[src/rtl/clk_div_ctrl.sv]
// rtl/clk_div_ctrl.sv - run/stop and glitch-free reconfiguration controller for a programmable clock divider
//
// Ports:
//   clk_in      system clock
//   rst         synchronous, active-high reset
//   run         level; 1 = generate clk_out, 0 = stop at the next period boundary
//   cfg_div     requested divisor (period in clk_in cycles)
//   cfg_valid   cfg_div valid
//   cfg_ready   controller can accept a divisor
//   clk_out     divided clock, registered
//   tick        one-cycle pulse on the first clk_in cycle of each clk_out period
//   busy        1 while running
//   div_active  divisor currently in use
//   cfg_err     one-cycle pulse when a divisor < 2 is rejected
module clk_div_ctrl #(
    parameter int          CNT_W       = 16,
    parameter int unsigned DEFAULT_DIV = 5
) (
    input  logic             clk_in,
    input  logic             rst,
    input  logic             run,
    input  logic [CNT_W-1:0] cfg_div,
    input  logic             cfg_valid,
    output logic             cfg_ready,
    output logic             clk_out,
    output logic             tick,
    output logic             busy,
    output logic [CNT_W-1:0] div_active,
    output logic             cfg_err
);

    typedef enum logic {
        IDLE = 1'b0,
        RUN  = 1'b1
    } state_t;

    state_t           state;
    logic [CNT_W-1:0] count;
    logic [CNT_W-1:0] pend_div;
    logic             pend_valid;

    logic             transfer;
    logic             div_ok;
    logic             boundary;
    logic [CNT_W-1:0] cnt_next;
    logic [CNT_W-1:0] lo_len;

    assign transfer = cfg_valid && cfg_ready;
    assign div_ok   = (cfg_div >= CNT_W'(2));
    assign boundary = (count == div_active - CNT_W'(1));
    assign cnt_next = count + CNT_W'(1);
    // Odd divisors put the extra cycle in the low phase.
    assign lo_len   = div_active - (div_active >> 1);

    always_ff @(posedge clk_in) begin
        if (rst) begin
            state      <= IDLE;
            count      <= '0;
            clk_out    <= 1'b0;
            tick       <= 1'b0;
            busy       <= 1'b0;
            cfg_err    <= 1'b0;
            cfg_ready  <= 1'b1;
            div_active <= CNT_W'(DEFAULT_DIV);
            pend_div   <= '0;
            pend_valid <= 1'b0;
        end else begin
            cfg_err <= transfer && !div_ok;
            tick    <= 1'b0;

            case (state)
                IDLE: begin
                    count   <= '0;
                    clk_out <= 1'b0;
                    busy    <= 1'b0;
                    // A divisor captured in the very cycle the block stopped
                    // has no boundary left to wait for, so take it here.
                    if (pend_valid) begin
                        div_active <= pend_div;
                        pend_valid <= 1'b0;
                        cfg_ready  <= 1'b1;
                    end else if (transfer && div_ok) begin
                        div_active <= cfg_div;
                    end
                    if (run) begin
                        state <= RUN;
                        tick  <= 1'b1;
                        busy  <= 1'b1;
                    end
                end

                RUN: begin
                    if (boundary) begin
                        count   <= '0;
                        clk_out <= 1'b0;
                        if (pend_valid) begin
                            div_active <= pend_div;
                            pend_valid <= 1'b0;
                            cfg_ready  <= 1'b1;
                        end
                        if (!run) begin
                            state <= IDLE;
                            busy  <= 1'b0;
                        end else begin
                            tick <= 1'b1;
                        end
                    end else begin
                        count   <= cnt_next;
                        clk_out <= (cnt_next >= lo_len);
                    end
                    // cfg_ready is low while the slot is full, so a capture
                    // never collides with the apply above; a capture on the
                    // boundary cycle therefore waits for the next boundary.
                    if (transfer && div_ok) begin
                        pend_div   <= cfg_div;
                        pend_valid <= 1'b1;
                        cfg_ready  <= 1'b0;
                    end
                end

                default: state <= IDLE;
            endcase
        end
    end

endmodule
[config.mk]
export PLATFORM = sky130hd
export DESIGN_NAME = clk_div_ctrl
export DESIGN_NICKNAME = d
export VERILOG_FILES = /design/src/rtl/clk_div_ctrl.sv
export SDC_FILE = /design/constraint.sdc
export NUM_CORES = 1
export LEC_CHECK = 0
export CORE_ASPECT_RATIO = 0.7
export CORE_UTILIZATION = 36
export DETAILED_ROUTE_END_ITERATION = 16
export GPL_ROUTABILITY_DRIVEN = 0
export PLACE_DENSITY = 0.55
export RECOVER_POWER = 25
export SLEW_MARGIN = 40
export SYNTH_ARGS = -nofsm -noshare
export SYNTH_HDL_FRONTEND = slang
export SYNTH_SLANG_ARGS = --single-unit
[constraint.sdc]
create_clock -name clk_in -period 3.1 [get_ports clk_in]
set_clock_uncertainty 0.15 [all_clocks]
set_input_delay 0.31 -clock clk_in [delete_from_list [all_inputs] [get_ports clk_in]]
set_output_delay 0.31 -clock clk_in [all_outputs]
set_load 0.01 [all_outputs]
# Yosys cells after proc, flatten, opt, wreduce, memory -nomap -nowiden
# Index checks and enable logic that the tools add are counted.
# word_totals
reg_bits,55
inputBits,20
output_inout_bits,21
word_cells,53
# classes
n_addsub,3
order_cmp,2
eq_ne,6
mux,24
bitwise,1
reduce_logical,7
# op_table
operator,n
$mux 16,5
$pmux 16 s2,2
$add 16x1->16 const B,1
$eq 16x16->1,1
$ge 16x16->1,1
$ge 16x2->1 const B,1
$sub 16x1->16 const B,1
$sub 16x15->16,1
$pmux 1 s2,6
$mux 1,11
$ne 2x1->1 const B,2
$reduce_and 2->1,2
$logic_and 1x1->1,3
$ne 3x1->1 const B,1
$ne 3x3->1 const B,1
$reduce_and 3->1,1
$ne 2x2->1 const B,1
$logic_not 1->1,1
$not 1->1,1

# Logic depth before layout (Yosys ltp)
# Gate-level depths: netlist (run 1).
# depth
depth_word,5
depth_mapped,17
mapped_depth_nobuf,17

# Worst setup path after synthesis (run 1)
# No wires, ideal clock.
# synth_timing
kind,register -> register
startpoint,register div_active[4]
endpoint,register clk_out
setup_ps,129
arrival_time_ps,2769
setup_slack_ps,52
path_stages_with_launch,16
path_buffers,0
synth_period_minus_slack_ps,3048
cell_sequence,dfxtp_1 > inv_1 > ha_1 > nor2_1 > a221oi_1 > nor2b_1 > nor2_1 > nor2_1 > o21bai_1 > xnor2_1 > ha_1 > o21a_1 > o2111ai_1 > a21oi_1 > o2111ai_1 > a211oi_1
# synth_between
elab_chain_cells,4
elab_cells_between_ends,6
classes_between,add/sub: 2; order compare: 1; eq/ne: 1; mux: 2
# synth_rtl
element,line_no,rtl
start: declaration,28,"output logic [CNT_W-1:0] div_active,"
start signal: assignment,64,div_active <= CNT_W'(DEFAULT_DIV);
start signal: assignment,79,div_active <= pend_div;
start signal: assignment,83,div_active <= cfg_div;
$sub 16x15->16 / $sub 16x1->16 (equally long branches),"53, 50",
$ge 16x16->1 / $eq 16x16->1 (equally long branches),"109, 50",
$mux 1 *,93,if (boundary) begin
$pmux 1 s2 *,71,case (state)
end signal: assignment,109,clk_out <= (cnt_next >= lo_len);
end: declaration,25,"output logic clk_out,"
# Mark *: on every way between the ends. The rest lies on a longest branch, timed or not.
# A chain may end at the register's enable or synchronous reset.

# Worst setup path in the final report (run 1)
# layout_timing
startpoint,register div_active[0]
endpoint,register clk_out
# Same word-level chain as after synthesis.

==> results of run 1 <==
-- tightest hold or removal path, cell delays in order, from the launching register on --
cell and delay [ns]:
dfxtp_1 0.32, inv_1 0.05, a21boi_0 0.06
-- cells by family (layout without fill, tap and decap cells) --
kind of cell    after synthesis  count (layout)  share of synthesized area, %
fa+ha+maj                    51              51                          15.9
xor+xnor                     55              55                          11.8
buf+inv                      52             129                          5.29
simple gates                163             163                          19.9
compound gates               78              78                          15.6
flops                        55              55                          27.1
mux                          18              18                          4.43
-- cell usage after synthesis, types with 2 or more instances --
master,n
a221oi_2,5
o21ai_0,9
a21oi_1,11
mux2i_1,18
a221oi_1,2
ha_1,50
buf_6,2
o2111ai_1,4
nor4_1,6
o221a_2,9
or3_1,8
nand2_1,33
a31oi_1,12
nor3b_1,2
xor2_1,18
nor2b_1,23
nand2b_1,3
xnor2_1,37
inv_1,37
o32ai_1,2
o21bai_1,6
nand4_1,4
nor3_1,10
o22ai_1,2
nor2_1,48
a211oi_1,3
a21o_1,2
nand3b_1,3
dfxtp_1,55
nand3_1,16
o21a_1,2
clkbuf_1,11
-- what timing repair did --
item                       CTS  global route
gates resized for setup     10             9
setup endpoints to repair    1            35
pin swaps                    8             2
buffers inserted             0             0
-- power breakdown --
| part | switching (µW) | internal, µW | total [µW] |
|---|---|---|---|
| sequential | 31.2 | 739 | 770 |
| clock | 306 | 306 | 612 |
| combinational | 484 | 447 | 931 |
| total | 821 | 1490 | 2310 |
-- final cells by class --
| class | count | area (µm²) | area share (%) |
|---|---|---|---|
| Multi-Input combinational cell | 365 | 2840 | 55.0 |
| Sequential cell | 55 | 1100 | 21.3 |
| Timing Repair Buffer | 84 | 747 | 14.4 |
| Tap cell | 153 | 191 | 3.70 |
| Inverter | 37 | 139 | 2.69 |
| Clock buffer | 5 | 125 | 2.42 |
| Clock inverter | 3 | 22.5 | 0.436 |
-- worst paths after layout --
kind                                                 start                 end  slack [ns]  cells past startpoint
worst max register to register  div_active[0]$_SDFFE_PP1P_  clk_out$_SDFF_PP0_        0.02                     17
worst min register to register           busy$_SDFFE_PP0P_   busy$_SDFFE_PP0P_        0.33                      2
worst max-delay path            div_active[0]$_SDFFE_PP1P_  clk_out$_SDFF_PP0_        0.02                     17
worst min-delay path                     busy$_SDFFE_PP0P_   busy$_SDFFE_PP0P_        0.33                      2
-- routing by layer --
| layer | global-route usage, % | up-vias |
|---|---|---|
| met1 | 30.1 | 1695 |
| li1 | - | 1794 |
| met3 | 3.18 | 8 |
| met4 | 5.20 | 0 |
| met2 | 29.2 | 93 |
| met5 | 0 | - |
-- flip-flops by register name, summed over array words and instances, names as in the netlist --
| signal | count |
|---|---|
| count | 16 |
| div_active | 16 |
| pend_div | 16 |
| busy | 1 |
| cfg_err | 1 |
| cfg_ready | 1 |
| clk_out | 1 |
| pend_valid | 1 |
| state | 1 |
| tick | 1 |
-- through the flow --
step / cells / area, µm² / total power (µW) / setup slack [ns] / hold WS, ns
floorplan: 472 / 4070 / 1360 / 0.0520 / 0.300
global placement: 694 / 4930 / 1650 / -0.0529 / 0.296
detailed placement: 694 / 4930 / 1660 / -0.250 / 0.328
CTS: 702 / 5130 / 2300 / 0.0146 / 0.341
global route: 702 / 5170 / 2450 / -0.167 / 0.355
finish: 702 / 5170 / 2310 / 0.0232 / 0.328
==> results by group, run 1 <==
Routing
  • Routed wl met2: 4630 µm
  • Post-Route WL: 11,200 µm
  • Residual DRC count: 1
  • Starting DRT DRC Count: 185
  • DRT Pass-1 Iters: 11
  • DR vias/cell: 5.11
  • Via count: 3,590
  • Met3 WL post-DR: 538 µm
  • DRT antenna net count: 0
  • Post-Route M1 WL: slightly below 6000 µm
  • Top layer reached by signal wires: met4
  • Wirelength per Cell: 15.9 µm

Setup path
  • CP required: 3.18 ns
  • Slowest CP cell: dfxtp_1
  • Critical Path Fanout Max: 3
  • Setup CP Type: flip-flop to flip-flop
  • CP endpoint kind: flip-flop
  • Most used cell, CP: nor2_1
  • Critical-path cell list: inv_1 -> ha_1 -> inv_1 -> fa_1 -> nand2b_1 -> a221oi_4 -> nor2_1 -> nor2_1 -> nor2_1 -> xnor2_1 -> ha_1 -> nand4_1 -> nor3_2 -> a21oi_1 -> a21oi_2 -> o2111ai_2 -> a211oi_2
  • Slowest stage delay, CP: 0.33 ns
  • Worst EP arrival: 3.15 ns
  • WP buf/inv: 2
  • Worst setup SP type: flip-flop
  • Cell family with most CP delay: compound AO/OA/AOI/OAI gates

Placement
  • # port buffers: 40
  • DP HPWL: 8660 µm

Floorplanning
  • Starting density of the core: 37.0%
  • DIE WIDTH: around 130 µm
  • Die H: 91.0 µm
  • CORE AREA: 11,000 µm²
  • Die area: about 12,000 µm²
  • FP Rows: 32
  • Io pins: between 40 and 50

Job
  • Maximum Capacitance Violations: 0

Global route
  • Vias in the first global route: 3,555
  • First-pass GRT wire length: 18,200 µm
  • Largest net degree at the start of global routing: 39
  • Total gr overflow: 0
  • Gr usage total: approximately 20%
  • Initial antenna violation count: 0

STA
  • Final critical-path share of the clock period: between 90 and 100%
  • RSZ-0062 raised after global routing: true
  • Fin crit period: approximately 3 ns
  • Slew HR: between 50% and 60%
  • Final Hold Vio Count: 0
  • Max Slew Vio Count: 0
  • Setup TNS Final: 0 ns
  • Worst slew pin tran: 0.711 ns
  • Setup-failing EPs final: 0
  • Peak Freq: 325 MHz

Cells and area
  • Commonest non-fill, non-tap cell in the layout: dfxtp_1
  • Commonest cells after routing, fill and taps aside: dfxtp_1 (55), ha_1 (50), nor2_1 (48)
  • Ant. Diodes: 0
  • Fillers: ~1,100
  • Share of post-route cells with drive strength above 1: 15.8%
  • Nets@finish: 619
  • Layout Area Growth over Synthesis: 27.1%
  • Layout Utilization: 47.0%

Power and ir drop
  • Static Leak: 0.00228 µW
  • Pwr dens: 447 nW/µm²
  • Peak supply drop: 0.000251 V

Clock network
  • Hold Buf Count CTS: 0
  • Root Buffer: clkbuf_16
  • Clock latency on the worst-skew pair: 0.31 ns
  • CTS tree: built
  • Clock Sink Count: 55
  • CTS Buffer Depth: 2
  • H-tree depth: 2
  • CTS Buf Count: 5
  • CTS clk-pin slew, worst paths: 0.08 ns

Status
  • Failing checks: DRC
  • Outcome: complete, but fails checks

Yosys
  • Synthesis Warnings: 0
  • Most used DFF post-synth: dfxtp_1
  • Syn_nets: ~540
  • Synth area leader: dfxtp_1
  • Mapped Area: 4070 µm²
  • Yosys reg bits: 55
  • Synth async-reset ratio: 0%
  • Seq/Total Area, Yosys: 27.1%
  • Yosys cell types: 51
  • Syn_area_per_cell: 8.62 µm²
  • Share of the synthesized area in the top cell type: 27.1%
  • Synth Instances: 472
  • EDFF count, synth: 0
  • Synth top area cells: dfxtp_1 (27%), ha_1 (15%), xnor2_1 (8.0%), mux2i_1 (4.4%), nor2_1 (4.4%)

Min path
  • Worst hold path type: flip-flop to flip-flop
Power figures use the tool's default switching activity.
==> run 2, diff against run 1 <==
Settings changed: CTS_CLUSTER_SIZE set to 20, GPL_TIMING_DRIVEN set to 1.
==> results of run 2 <==
No change in the layout: final DEF, timing and power equal those of run 1.
==> run 3, diff against run 2 <==
Settings changed: ABC_AREA set to 1, DONT_BUFFER_PORTS set to 1, PLACE_DENSITY 0.55 to 0.5.
==> run 3 against run 2 <==
Effect of this change:
- the flow now finishes without violations
- synthesized area grew 11%
- via count grew 19%
- clock-buffer cell count is the same
- hold slack lost 0.31 ns
- register-to-register slack gained 0.11 ns
- largest power group unchanged
- die area grew 11%
==> results by group, run 3 <==
Yosys
  • EDFF count, synth: 0 (unchanged)
  • Largest family of logic cells by synthesized area: simple AND/OR/NAND/NOR gates (unchanged)
  • Synth cell count leaders: nand2_1 (127), inv_1 (101), nor2_1 (84) (was dfxtp_1 (55), ha_1 (50), nor2_1 (48))
  • Post-synthesis compound-gate area fraction: 13.7% (was 15.6%)
  • Post-synthesis mux area share: 0.222% (was 4.43%)
  • Yosys cell types: 45 (was 51)
  • Simple-Gate Fraction of Synth Area: 29.5% (was 19.9%)
  • Most used DFF post-synth: dfxtp_1 (unchanged)
  • Synth async-reset ratio: 0% (unchanged)
  • Seq/Total Area, Yosys: 24.4% (was 27.1%)
  • Synth area leader: dfxtp_1 (unchanged)
  • Syn_area_per_cell: 6.71 µm² (was 8.62 µm²)
  • Yosys reg bits: 55 (unchanged)
  • Mapped Area: 4510 µm² (was 4070 µm²)
  • Synth top area cells: dfxtp_1 (24%), ha_1 (14%), nand2_1 (11%), inv_1 (8.4%), nor2_1 (7.0%) (was dfxtp_1 (27%), ha_1 (15%), xnor2_1 (8.0%), mux2i_1 (4.4%), nor2_1 (4.4%))
  • Count leader, synth: nand2_1 (was dfxtp_1)
  • Synth Instances: 672 (was 472)
  • Synthesis Warnings: 0 (unchanged)
  • Share of the synthesized area in the top cell type: 24.4% (was 27.1%)
  • Adder-Cell Fraction of Synth Area: 14.3% (was 15.9%)
  • XOR/XNOR Fraction of Synth Area: 6.77% (was 11.8%)
  • Syn_nets: 743 (was 543)

Setup path
  • Reg-to-Reg End: clk_out$_SDFF_PP0_ (unchanged)
  • Reg2Reg Depth: 19 (was 17)
  • CP required: 3.13 ns (was 3.18 ns)
  • Worst setup SP type: flip-flop (unchanged)
  • CP endpoint kind: flip-flop (unchanged)
  • Critical-path cell list: inv_2 -> ha_4 -> inv_1 -> a21oi_2 -> o21ai_2 -> a21oi_2 -> inv_1 -> nand2_2 -> nand2_2 -> nand2_1 -> nand2_1 -> nand3_1 -> nand2_1 -> xor2_1 -> ha_1 -> a21oi_2 -> o21ai_0 -> a21oi_1 -> a31oi_1 (was inv_1 -> ha_1 -> inv_1 -> fa_1 -> nand2b_1 -> a221oi_4 -> nor2_1 -> nor2_1 -> nor2_1 -> xnor2_1 -> ha_1 -> nand4_1 -> nor3_2 -> a21oi_1 -> a21oi_2 -> o2111ai_2 -> a211oi_2)
  • Launch point of the worst reg-to-reg path: div_active[3]$_SDFFE_PP0P_ (was div_active[0]$_SDFFE_PP1P_)
  • Critical Path Fanout Max: 5 (was 3)
  • Worst EP arrival: 3.00 ns (was 3.15 ns)
  • Slowest CP cell: dfxtp_2 (was dfxtp_1)
  • Reg2Reg Setup Slack: 0.14 ns (was 0.02 ns)
  • Setup CP Type: flip-flop to flip-flop (unchanged)
  • Slowest stage delay, CP: 0.35 ns (was 0.33 ns)

STA
  • Final WS setup: 0.138 ns (was 0.0232 ns)
  • Max Slew Vio Count: 0 (unchanged)
  • Worst slew pin tran: 0.586 ns (was 0.711 ns)
  • Slew HR: 60.6% (was 52.4%)
  • Setup-failing EPs final: 0 (unchanged)
  • Final Hold Vio Count: 0 (unchanged)
  • Final critical-path share of the clock period: 95.6% (was 99.3%)
  • Fin crit period: 2.96 ns (was 3.08 ns)
  • Setup TNS Final: 0 ns (unchanged)
  • Peak Freq: 338 MHz (was 325 MHz)

Cells and area
  • Final Non-Filler Cells: 858 (was 702)
  • Nets@finish: 771 (was 619)
  • Final instance area: 5110 µm² (was 5170 µm²)
  • Largest regs: count x16, div_active x16, pend_div x16 (unchanged)
  • Fillers: 1,261 (was 1,081)
  • Multi-input gate area: 3030 µm² (was 2840 µm²)
  • Share of post-route cells with drive strength above 1: 12.0% (was 15.8%)
  • Sequential cell area: 1100 µm² (about the same)
  • Layout Area Growth over Synthesis: 13.3% (was 27.1%)
  • Ant. Diodes: 0 (unchanged)
  • Commonest cells after routing, fill and taps aside: nand2_1 (123), inv_1 (99), nor2_1 (81) (was dfxtp_1 (55), ha_1 (50), nor2_1 (48))
  • Commonest non-fill, non-tap cell in the layout: nand2_1 (was dfxtp_1)

Floorplanning
  • Io pins: 41 (unchanged)
  • FP Rows: 33 (was 32)
  • DIE WIDTH: 136 µm (was 129 µm)
  • Die H: 95.6 µm (was 91.0 µm)
  • Die area: 13,000 µm² (was 11,700 µm²)
  • CORE AREA: 11,900 µm² (was 11,000 µm²)
  • Starting density of the core: 37.8% (was 37.0%)

Global route
  • Largest net degree at the start of global routing: 35 (was 39)
  • Met1 Track Usage GR: 28.3% (was 30.1%)
  • Vias in the first global route: 4,069 (was 3,555)
  • GR peak layer: met2 (was met1)
  • Global Route met3 Usage: 3.99% (was 3.18%)
  • Met2 Use GR: 32.0% (was 29.2%)
  • First-pass GRT wire length: 20,300 µm (was 18,200 µm)
  • Gr usage total: 20.1% (was 20.0%)
  • Total gr overflow: 0 (unchanged)
  • Initial antenna violation count: 0 (unchanged)

Power and ir drop
  • Peak supply drop: 0.000279 V (was 0.000251 V)
  • Pwr dens: 543 nW/µm² (was 447 nW/µm²)
  • Static Leak: 0.00244 µW (was 0.00228 µW)
  • Sequential share of power: 28.3% (was 33.3%)
  • Clk pwr share: 22.0% (was 26.5%)
  • Logic pwr share: 49.7% (was 40.2%)
  • Sw frac: 43.1% (was 35.5%)
  • Net Sw Power: 1200 µW (was 821 µW)
  • Int Pwr: 1580 µW (was 1490 µW)

Routing
  • DRT Pass-1 Iters: 4 (was 11)
  • Starting DRT DRC Count: 203 (was 185)
  • Wirelength per Cell: 14.3 µm (was 15.9 µm)
  • DRT antenna net count: 0 (unchanged)
  • Post-Route WL: 12,300 µm (was 11,200 µm)
  • Residual DRC count: 0 (was 1)
  • Via count: 4,288 (was 3,590)
  • DR vias/cell: 5.00 (was 5.11)

Clock network
  • CTS tree: built (unchanged)
  • Clock latency on the worst-skew pair: 0.30 ns (was 0.31 ns)
  • CTS Buffer Depth: 2 (unchanged)
  • Clock Sink Count: 55 (unchanged)
  • CTS clk-pin slew, worst paths: 0.08 ns (about the same)
  • Root Buffer: clkbuf_16 (unchanged)
  • CTS Buf Count: 5 (unchanged)
  • H-tree depth: 2 (unchanged)

Min path
  • HP Start: cfg_div[1] (was busy$_SDFFE_PP0P_)
  • Hold path cells: 2 (unchanged)
  • Worst hold path type: primary input to flip-flop (was flip-flop to flip-flop)
  • End of the worst hold path: pend_div[1]$_SDFFE_PP0P_ (was busy$_SDFFE_PP0P_)

Placement
  • Area after DPL: 4840 µm² (was 4930 µm²)
  • DP HPWL: 9890 µm (was 8660 µm)
  • # port buffers: 0 (was 40)
  • Pre-CTS WS: -0.0378 ns (was -0.250 ns)
  • Dpl cells: 845 (was 694)

Status
  • Outcome: completed (was complete, but fails checks)

Job
  • Maximum Capacitance Violations: 0 (unchanged)
-- run 3: cell count changes after synthesis, sizes merged, moves of 32 or more --
cell | previous run | this run
nor2 | 48 | 89
o21ai | 9 | 41
inv | 37 | 105
nand3 | 16 | 52
nand2 | 34 | 132
a21oi | 11 | 62
-- run 3: final cells by class --
cell class	count	area share, %
clock buffer	5	2.45
clock inverter	3	0.441
inverter	106	7.79
multi-input combinational	496	59.2
sequential	55	21.6
tap	157	3.84
timing repair buffer	36	4.63
-- run 3: routing by layer --
metal	wire [µm]	vias to the layer above	part of all wire, %
met2	5120	75	42
met3	630	5	5.1
met5	0	-	0
li1	-	2225	-
met1	6480	1983	53
met4	62	0	0.50
-- run 3: how the worst max path moves through the flow --
stage	from	to	slack [ns]	depth (start not counted)
after CTS	div_active[3]$_SDFFE_PP0P_	clk_out$_SDFF_PP0_	0.03	19
after floorplan	div_active[1]$_SDFFE_PP0P_	clk_out$_SDFF_PP0_	0.1	17
after global routing	div_active[3]$_SDFFE_PP0P_	clk_out$_SDFF_PP0_	-0.006	19
after global placement	div_active[0]$_SDFFE_PP1P_	clk_out$_SDFF_PP0_	0.04	18
final	div_active[3]$_SDFFE_PP0P_	clk_out$_SDFF_PP0_	0.14	19
after detailed placement	div_active[3]$_SDFFE_PP0P_	clk_out$_SDFF_PP0_	-0.04	19
-- run 3: through the flow --
stage	hold slack, ns	power, µW	util [%]
global placement	0.232	2070	40.5
floorplan	0.229	1750	-
CTS	0.0122	2730	42.1
finish	0.0155	2780	42.8
global route	0.0196	3020	42.8
detailed placement	0.233	2090	40.5
-- run 3: what timing repair did --
| item | CTS | global route |
|---|---|---|
| pin swaps | 0 | 11 |
| gates resized for setup | 3 | 29 |
| buffers inserted | 0 | 2 |
| endpoints found under the setup margin | 1 | 1 |
| hold buffers | 3 | 0 |
| hold endpoints to repair | 5 | 0 |
-- run 3: power by group through the flow --
stage,combinational [µW],clock [µW],sequential (µW)
5_1_grt,1570,659,791
3_5_place_dp,1290,0,801
6_report,1380,611,784
2_1_floorplan,929,0,825
3_3_place_gp,1270,0,800
4_1_cts,1310,636,784
-- run 3: critical path, delay by kind of cell, from the launching register on --
kind	cells	cell delay, ns
buffers and inverters	3	0.24
adder cells (fa/ha/maj)	2	0.62
flip-flops	1	0.35
AO/OA/AOI/OAI	7	0.91
XOR/XNOR	1	0.15
AND/OR/NAND/NOR	6	0.43
-- run 3: cells by family (layout without fill, tap and decap cells) --
family | count (synthesis) | in the layout
AOI/OAI and AO/OA | 113 | 113
xor gates and xnor gates | 34 | 34
adders and majority gates | 51 | 51
buffers and inverters | 121 | 150
DFF | 55 | 55
muxes | 1 | 1
and+or+nand+nor | 297 | 297
